File: src/rtl/cpu_pkg.sv
// Shared definitions for the 8-bit CPU pipeline: address width, opcode
// length flag position and the fetch-stage state encoding.
package cpu_pkg;

    localparam int ADDR_W   = 8;
    localparam int LONG_BIT = 7;

    typedef enum logic [1:0] {
        FETCH_OP  = 2'd0,
        FETCH_IMM = 2'd1,
        HOLD      = 2'd2
    } fetch_state_e;

endpackage

File: src/rtl/pc_reg.sv
// Program counter: synchronous active-low reset, redirect load with priority
// over the modulo-2^ADDR_W increment.
module pc_reg #(
    parameter int                ADDR_W   = 8,
    parameter logic [ADDR_W-1:0] RESET_PC = '0
) (
    input  logic              clk,
    input  logic              rst_n,
    input  logic              inc_i,
    input  logic              load_i,
    input  logic [ADDR_W-1:0] target_i,
    output logic [ADDR_W-1:0] pc_o
);

    logic [ADDR_W-1:0] pc_q;
    logic [ADDR_W-1:0] pc_d;

    always_comb begin
        pc_d = pc_q;
        if (load_i) begin
            pc_d = target_i;
        end else if (inc_i) begin
            pc_d = pc_q + 1'b1;
        end
    end

    always_ff @(posedge clk) begin
        if (!rst_n) begin
            pc_q <= RESET_PC;
        end else begin
            pc_q <= pc_d;
        end
    end

    assign pc_o = pc_q;

endmodule

File: src/rtl/instr_fetch.sv
// Instruction fetch stage: reads 1- or 2-byte instructions at the PC and
// hands them to decode over a valid/ready handshake; execute may redirect.
module instr_fetch
    import cpu_pkg::*;
#(
    parameter int                  ADDR_W   = cpu_pkg::ADDR_W,
    parameter logic [ADDR_W-1:0]   RESET_PC = '0,
    parameter int                  LONG_BIT = cpu_pkg::LONG_BIT
) (
    input  logic              clk,
    input  logic              rst_n,
    output logic [ADDR_W-1:0] mem_addr,
    output logic              mem_we,
    input  logic [7:0]        mem_rdata,
    output logic              instr_valid,
    input  logic              instr_ready,
    output logic [7:0]        instr_opcode,
    output logic [7:0]        instr_operand,
    output logic [ADDR_W-1:0] instr_pc,
    input  logic              pc_load,
    input  logic [ADDR_W-1:0] pc_target
);

    fetch_state_e      state_q, state_d;
    logic              valid_q, valid_d;
    logic [7:0]        opcode_q, opcode_d;
    logic [7:0]        operand_q, operand_d;
    logic [ADDR_W-1:0] ipc_q, ipc_d;
    logic [ADDR_W-1:0] pc;
    logic              pc_inc;

    // Each fetch state consumes exactly one byte; HOLD consumes none.
    assign pc_inc = (state_q != HOLD);

    pc_reg #(
        .ADDR_W   (ADDR_W),
        .RESET_PC (RESET_PC)
    ) u_pc_reg (
        .clk      (clk),
        .rst_n    (rst_n),
        .inc_i    (pc_inc),
        .load_i   (pc_load),
        .target_i (pc_target),
        .pc_o     (pc)
    );

    always_comb begin
        state_d   = state_q;
        valid_d   = valid_q;
        opcode_d  = opcode_q;
        operand_d = operand_q;
        ipc_d     = ipc_q;
        if (pc_load) begin
            // Redirect drops any partial or held instruction.
            state_d = FETCH_OP;
            valid_d = 1'b0;
        end else begin
            unique case (state_q)
                FETCH_OP: begin
                    opcode_d = mem_rdata;
                    ipc_d    = pc;
                    if (mem_rdata[LONG_BIT]) begin
                        state_d = FETCH_IMM;
                    end else begin
                        operand_d = 8'h00;
                        valid_d   = 1'b1;
                        state_d   = HOLD;
                    end
                end
                FETCH_IMM: begin
                    operand_d = mem_rdata;
                    valid_d   = 1'b1;
                    state_d   = HOLD;
                end
                HOLD: begin
                    if (instr_ready) begin
                        valid_d = 1'b0;
                        state_d = FETCH_OP;
                    end
                end
                default: begin
                    valid_d = 1'b0;
                    state_d = FETCH_OP;
                end
            endcase
        end
    end

    always_ff @(posedge clk) begin
        if (!rst_n) begin
            state_q   <= FETCH_OP;
            valid_q   <= 1'b0;
            opcode_q  <= 8'h00;
            operand_q <= 8'h00;
            ipc_q     <= '0;
        end else begin
            state_q   <= state_d;
            valid_q   <= valid_d;
            opcode_q  <= opcode_d;
            operand_q <= operand_d;
            ipc_q     <= ipc_d;
        end
    end

    assign mem_addr      = pc;
    assign mem_we        = 1'b0;
    assign instr_valid   = valid_q;
    assign instr_opcode  = opcode_q;
    assign instr_operand = operand_q;
    assign instr_pc      = ipc_q;

endmodule

File: config.mk
export PLATFORM = sky130hd
export DESIGN_NAME = instr_fetch
export DESIGN_NICKNAME = d
export VERILOG_FILES = /design/src/rtl/cpu_pkg.sv /design/src/rtl/pc_reg.sv /design/src/rtl/instr_fetch.sv
export SDC_FILE = /design/constraint.sdc
export NUM_CORES = 1
export LEC_CHECK = 0
export ABC_CLOCK_PERIOD_IN_PS = 1500
export BUFFER_PORTS_ARGS = -buffer_cell sky130_fd_sc_hd__buf_2
export CAP_MARGIN = 40
export CORE_UTILIZATION = 39
export CTS_BUF_LIST = sky130_fd_sc_hd__clkbuf_2
export CTS_CLUSTER_SIZE = 20
export DETAILED_ROUTE_END_ITERATION = 8
export PLACE_DENSITY = 0.69
export SYNTH_ARGS = -nofsm -noshare
export SYNTH_HDL_FRONTEND = slang
export SYNTH_SLANG_ARGS = --single-unit
File: constraint.sdc
create_clock -name clk -period 1.5 [get_ports clk]
set_clock_uncertainty 0.1 [all_clocks]
set_input_delay 0.075 -clock clk [delete_from_list [all_inputs] [get_ports clk]]
set_output_delay 0.075 -clock clk [all_outputs]
set_load 0.005 [all_outputs]
# After elaboration in Yosys (flattened, before gate mapping)
# Cells that the tools add are included.
# W data, S select, Z words.
[op_classes] addsub=1 n_eq_ne=5 muxes=10 bitwise_logic=2 n_reduce_logical=7
[op_table] operator="$mux W8" count=3
[op_table] operator="$pmux W8 S2" count=1
[op_table] operator="$add A8 B1 Y8 const B" count=1
[op_table] operator="$ne A2 B2 Y1 const B" count=3
[op_table] operator="$pmux W2 S3" count=1
[op_table] operator="$mux W2" count=2
[op_table] operator="$reduce_and A2 Y1" count=2
[op_table] operator="$reduce_bool A2 Y1" count=2
[op_table] operator="$pmux W1 S3" count=1
[op_table] operator="$reduce_and A3 Y1" count=1
[op_table] operator="$eq A2 B1 Y1 const B" count=1
[op_table] operator="$eq A2 B2 Y1 const B" count=1
[op_table] operator="$logic_not A2 Y1" count=1
[op_table] operator="$mux W1" count=2
[op_table] operator="$not A1 Y1" count=2
[op_table] operator="$reduce_or A2 Y1" count=1
[totals] reg_bits=35 input_bits=20 output_inout_bits=34 elab_cells=31

# Longest topological paths before layout
# Gate-level depths: netlist of run 1.
[logic_depth] depth_word=3 mapped_depth=6

# By module
# A second synthesis of run 1 with hierarchy kept.
[hier_totals] cells_unflattened=171 area_unflattened_um2=1505.2
[by_module_without_submodules] module="instr_fetch" instances=1 cells_per_inst=116 area_per_inst_um2=1043.5
[by_module_without_submodules] module="pc_reg" instances=1 cells_per_inst=55 area_per_inst_um2=461.7

# Worst setup path before layout of run 1
# No wires, ideal clock.
[synth_path] path_type="register to register" from="reg state_q[0]" to="reg opcode_q[0] (netlist: instr_opcode[0])" setup_time_ns=0.132 arrival_time_ns=1.130 required_ns=1.268 setup_slack_ns=0.137 stages_incl_launch_ff=7 path_cell_list="dfxtp_1 > buf_6 > or3_1 > buf_6 > buf_6 > nand2_1 > a21oi_1"
[synth_between] elab_chain_cells=2
[synth_rtl] item="from (decl)" line_no="instr_fetch.sv:24" rtl="fetch_state_e state_q, state_d;"
[synth_rtl] item="from (signal assigned)" line_no="instr_fetch.sv:97" rtl="state_q <= state_d;"
[synth_rtl] item="$logic_not A2 Y1" line_no="instr_fetch.sv:58" rtl="unique case (state_q)"
[synth_rtl] item="$reduce_and A2 Y1 (no source line)"
[synth_rtl] item="to (signal assigned)" line_no="instr_fetch.sv:99" rtl="opcode_q <= opcode_d;"
[synth_rtl] item="to (decl)" line_no="instr_fetch.sv:26" rtl="logic [7:0] opcode_q, opcode_d;"
# No other way between the ends.
# A chain may end at the register's enable or synchronous reset.

==> results of run 1 <==
==> what timing repair did <==
item | 4_1_cts | 5_1_grt
gates resized for setup | 0 | 2
hold buffers | 24 | 0
hold endpoints to repair | 22 | 0
endpoints found under the setup margin | 0 | 20
==> cells by family (layout without fill, tap and decap cells) <==
family	after synthesis	in the layout	share of synthesized area [%]
compound gates	44	44	15.8
simple gates	72	72	24.7
buf+inv	14	94	5.86
flops	35	35	48.2
other cells	1	1	0.258
fa+ha+maj	1	1	0.861
xor+xnor	7	7	4.22
==> area by class of cell <==
| type | instances | area, sq um |
|---|---|---|
| repair buffers | 82 | 546 |
| well taps | 46 | 57.6 |
| inverters | 4 | 15.0 |
| clock buffers | 7 | 35.0 |
| fillers | 321 | 1410 |
| clock inverters | 1 | 5.00 |
| multi-input cells | 125 | 672 |
| flip-flops and latches | 35 | 702 |
==> through the flow <==
step,util (%),hold WS [ns],setup WS (ns)
after floorplan,-,0.111,0.137
after global placement,50.7,0.227,0.0539
after detailed placement,50.7,0.225,0.0488
after CTS,58.9,0.0424,0.0240
after global routing,59.0,0.0837,0.0123
final,59.0,0.0722,0.0494
==> synth_stat cells <==
| cell | instances |
|---|---|
| nand2_1 | 40 |
| dfxtp_1 | 35 |
| a21oi_1 | 34 |
| nor2_1 | 13 |
| nor4b_1 | 7 |
| o21ai_0 | 6 |
| xnor2_1 | 4 |
| buf_6 | 3 |
| clkbuf_1 | 3 |
| inv_1 | 3 |
| xor2_1 | 3 |
| and3_1 | 2 |
| buf_2 | 2 |
| buf_4 | 2 |
| nand4_1 | 2 |
| a211oi_1 | 1 |
| a311oi_1 | 1 |
| clkinv_1 | 1 |
| conb_1 | 1 |
| ha_1 | 1 |
| nand2b_1 | 1 |
| nand3_2 | 1 |
| nor2b_4 | 1 |
| nor3_1 | 1 |
| nor3_2 | 1 |
| nor3_4 | 1 |
| nor4_1 | 1 |
| o21ai_1 | 1 |
| o32ai_1 | 1 |
| or3_1 | 1 |
==> registers in the layout, indices dropped and copies added (netlist names) <==
register,count
instr_valid,1
instr_pc,8
instr_opcode,8
u_pc_reg.pc_o,8
state_q,2
instr_operand,8
==> path summary, 6_finish.rpt <==
| path | slack [ns] | from | endpoint | depth (start not counted) |
|---|---|---|---|---|
| max | 0.05 | rst_n | u_pc_reg.pc_o[3]$_SDFFE_PN0P_ | 5 |
| max reg2reg | 0.18 | state_q[1]$_SDFFE_PP0P_ | u_pc_reg.pc_o[5]$_SDFFE_PN0P_ | 4 |
| min | 0.07 | pc_load | u_pc_reg.pc_o[7]$_SDFFE_PN0P_ | 3 |
| min reg2reg | 0.36 | instr_opcode[3]$_SDFFE_PN0P_ | instr_opcode[3]$_SDFFE_PN0P_ | 2 |
==> critical path, cell delays in order <==
cell	delay, ns
dlygate4sd3_1	0.55
buf_2	0.18
o21ai_0	0.12
dlygate4sd3_1	0.60
a21oi_1	0.13
==> power by group <==
group	total [mW]	internal (mW)	switching, mW
Sequential	1.02	0.978	0.0438
Combinational	0.306	0.155	0.151
Clock	0.430	0.127	0.303
Total	1.76	1.26	0.498
==> layer usage <==
layer  vias to the layer above  track usage [%]  routed length (um)
met1                       663             27.9                1730
met3                        14             4.01                 246
met5                         -                0                   0
li1                        750                -                   -
met2                        68             30.6                1780
met4                         0             11.6                 127
==> impl_metrics.ini, run 1 <==
[floorplanning]
num_rows = 21
die_y_um = 63.0
chipWidth_um = 63.0
dieArea_sq_mm = 0.00397
top_level_ports = 54
start_util_pct = 42.2
core_area_sq_mm = 0.00344

[final_layout]
fin_area_sq_mm = 0.00203
layout_common_cells = buf_2, nand2_1, a21oi_1, dfxtp_1, dlygate4sd3_1
final_common_cell = buf_2
diodes = 0
layoutNonFillerInstCount = 300
layout-drive-gt1-share_pct = 28.3
nets = 274
area_delta_synth_final_pct = 39.9

[yosys]
synth_cell_type_count = 30
yosysWarnings = 0
ys_seq_elements = 35
netlist_area_sq_mm = 0.00145
syn-num-nets = 195
yosysSeqAreaShare_pct = 48.2
synth_top_area_cell = dfxtp_1
syn-mean-instance-area_sq_um = 8.35
synthTopCellsByArea = dfxtp_1, a21oi_1, nand2_1
synth_top_area_share_pct = 48.2
syn_inst = 174

[timing]
slew_headroom_pct = 65.5
setup_viol = 0
fin_crit_sh_pct = 96.7
period_minus_slack_ns = 1.45
slew_violations = 0
tightest_slew_ns = 0.514
rsz0062_at_grt = false
tns_ns = 0
finalHoldViolations = 0
timing.fmax_ghz = 0.689

[drt]
ant_nets = 0
drt_first_pass_iters = 4
route.detailed.drc = 0
vias = 1495
drt_iter0_markers = 75
routed_wl_mm = 3.88
wire_per_inst_um = 12.9
via_per_inst = 4.98

[global_routing]
grt_pass1_wl_mm = 6.44
antenna_found_initial = 0
overflow = 0
grt_use_total_pct = 20.7
grt_pass1_vias = 1342
grt_max_degree = 26

[clocking]
cts_buffers = 5
htreeDepth = 2
clk_pin_slew_ns = 0.16
cts_tree = built
cts.sinks = 35
clockBufferDepth = 2
cts_setup_buffers = 0
root_buffer = clkbuf_2
clk_latency_ns = 0.37

[setup_path]
required_ns = 1.71
startpoint_type = input pin
crit_path_max_fanout = 7
cp-end-kind = register
crit_type = in -> reg
arrival_ns = 1.66

[power_and_ir_drop]
finalPower_mw = 1.76
cellLeakagePower_nw = 0.894
powerDensity_mw_per_mm2 = 865
vdd_ir_drop_max_uv = 364

[job]
max-cap-violations = 0

[worst_hold_path]
hp-class = in -> reg

[place]
placed_area_sq_mm = 0.00175
portBuffers = 52
gp_congestion = 0.894
place.detailed.hpwl_mm = 2.39
placed_cells = 268

[status]
status = completed
Note: power is estimated with default switching activity, not from simulation.
==> run 2, diff against run 1 <==
Settings changed: REMOVE_ABC_BUFFERS from default to 1.
==> run 2 against run 1 <==
Compared with the run above: die area is the same; sequential power is essentially flat; total power is essentially flat; utilization grew 0.62 points; sequential cell count is the same; clock-buffer cell count shrank 2; critical path type is now reg -> reg.
==> impl_metrics.ini, run 2 (same netlist as run 1, synthesis figures left out) <==
[status]
status = completed

[global_routing]
grt_pass1_vias = 1423
grt_use_met2_pct = 33.7
use_met1_pct = 27.0
antenna_found_initial = 0
grt-busiest-layer = met2
grtUsageMet3_pct = 3.47
overflow = 0
grt_pass1_wl_mm = 6.60
grt_max_degree = 21
grt_use_total_pct = 21.0

[timing]
setup_slack_ns = 0.134
period_minus_slack_ns = 1.37
setup_viol = 0
whs_ns = 0.0413
timing.fmax_ghz = 0.732
tns_ns = 0
rsz0062_at_grt = false
finalHoldViolations = 0
fin_crit_sh_pct = 91.1
slew_violations = 0

[final_layout]
layout-drive-gt1-share_pct = 29.0
fin_area_sq_mm = 0.00205
final_common_cell = buf_2
area_delta_synth_final_pct = 41.3
final_util_pct = 59.7
fillers = 305
diodes = 0
nets = 275
layoutNonFillerInstCount = 301
layout_common_cells = buf_2, nand2_1, a21oi_1

[floorplanning]
num_rows = 21
core_area_sq_mm = 0.00344
start_util_pct = 42.2
top_level_ports = 54
die_y_um = 63.0
dieArea_sq_mm = 0.00397
chipWidth_um = 63.0

[drt]
drt_iter0_markers = 116
wire_per_inst_um = 12.6
route.detailed.drc = 0
via_per_inst = 5.02
ant_nets = 0
routed_wl_mm = 3.80
drt_first_pass_iters = 4
vias = 1510

[place]
portBuffers = 52
place.detailed.hpwl_mm = 2.53
placed_area_sq_mm = 0.00177
post-place-ws_ns = 0.0706
gp_congestion = 0.839
placed_cells = 269

[setup_path]
r2r_slack_ns = 0.13
arrival_ns = 1.59
required_ns = 1.72
crit_path_max_fanout = 5
crit_type = reg -> reg
startpoint_type = register
cp-end-kind = register

[power_and_ir_drop]
cellLeakagePower_nw = 0.903
vdd_ir_drop_max_uv = 403
powerDensity_mw_per_mm2 = 856
finalPower_mw = 1.76

[clocking]
clockBufferDepth = 2
cts_setup_buffers = 0
cts_buffers = 5
clk_latency_ns = 0.38
cts.sinks = 35
root_buffer = clkbuf_2
cts_tree = built
htreeDepth = 2
clk_pin_slew_ns = 0.18

[job]
max-cap-violations = 0

[worst_hold_path]
hp-class = in -> reg
==> run 2: worst max-delay path, cell delays in order (launching register included) <==
cell	delay, ns
dfxtp_1	0.48
ha_1	0.25
nand4_1	0.13
xor2_1	0.17
a21oi_1	0.17
==> run 2: final cells by class <==
type / count / area [sq um] / share of cell area [%]
flip-flops and latches: 35 / 703 / 34.2
multi-input cells: 125 / 672 / 32.7
clock inverters: 3 / 15.0 / 0.731
inverters: 4 / 15.0 / 0.731
repair buffers: 83 / 566 / 27.5
well taps: 46 / 57.6 / 2.80
clock buffers: 5 / 25.0 / 1.22
==> run 2: final timing paths <==
check / start / endpoint / cells after the start
worst max-delay path: u_pc_reg.pc_o[1]$_SDFFE_PN0P_ / u_pc_reg.pc_o[4]$_SDFFE_PN0P_ / 4
worst min-delay path: pc_load / u_pc_reg.pc_o[7]$_SDFFE_PN0P_ / 3
worst max register to register: u_pc_reg.pc_o[1]$_SDFFE_PN0P_ / u_pc_reg.pc_o[4]$_SDFFE_PN0P_ / 4
worst min register to register: instr_opcode[7]$_SDFFE_PN0P_ / instr_opcode[7]$_SDFFE_PN0P_ / 2
==> run 2: power breakdown <==
| part | internal [mW] | switching [mW] |
|---|---|---|
| clock network | 0.107 | 0.320 |
| registers | 0.979 | 0.0442 |
| logic | 0.160 | 0.148 |
| total | 1.25 | 0.512 |
==> run 2: layer usage <==
metal / part of all wire [%] / wire (um)
met5: 0 / 0
met4: 1.7 / 64
met3: 4.6 / 173
met2: 49 / 1850
met1: 45 / 1700
==> run 2: what timing repair did <==
action,CTS,global route
hold buffers,24,0
resized for setup,0,3
endpoints found under the setup margin,0,18
hold endpoints to repair,20,0
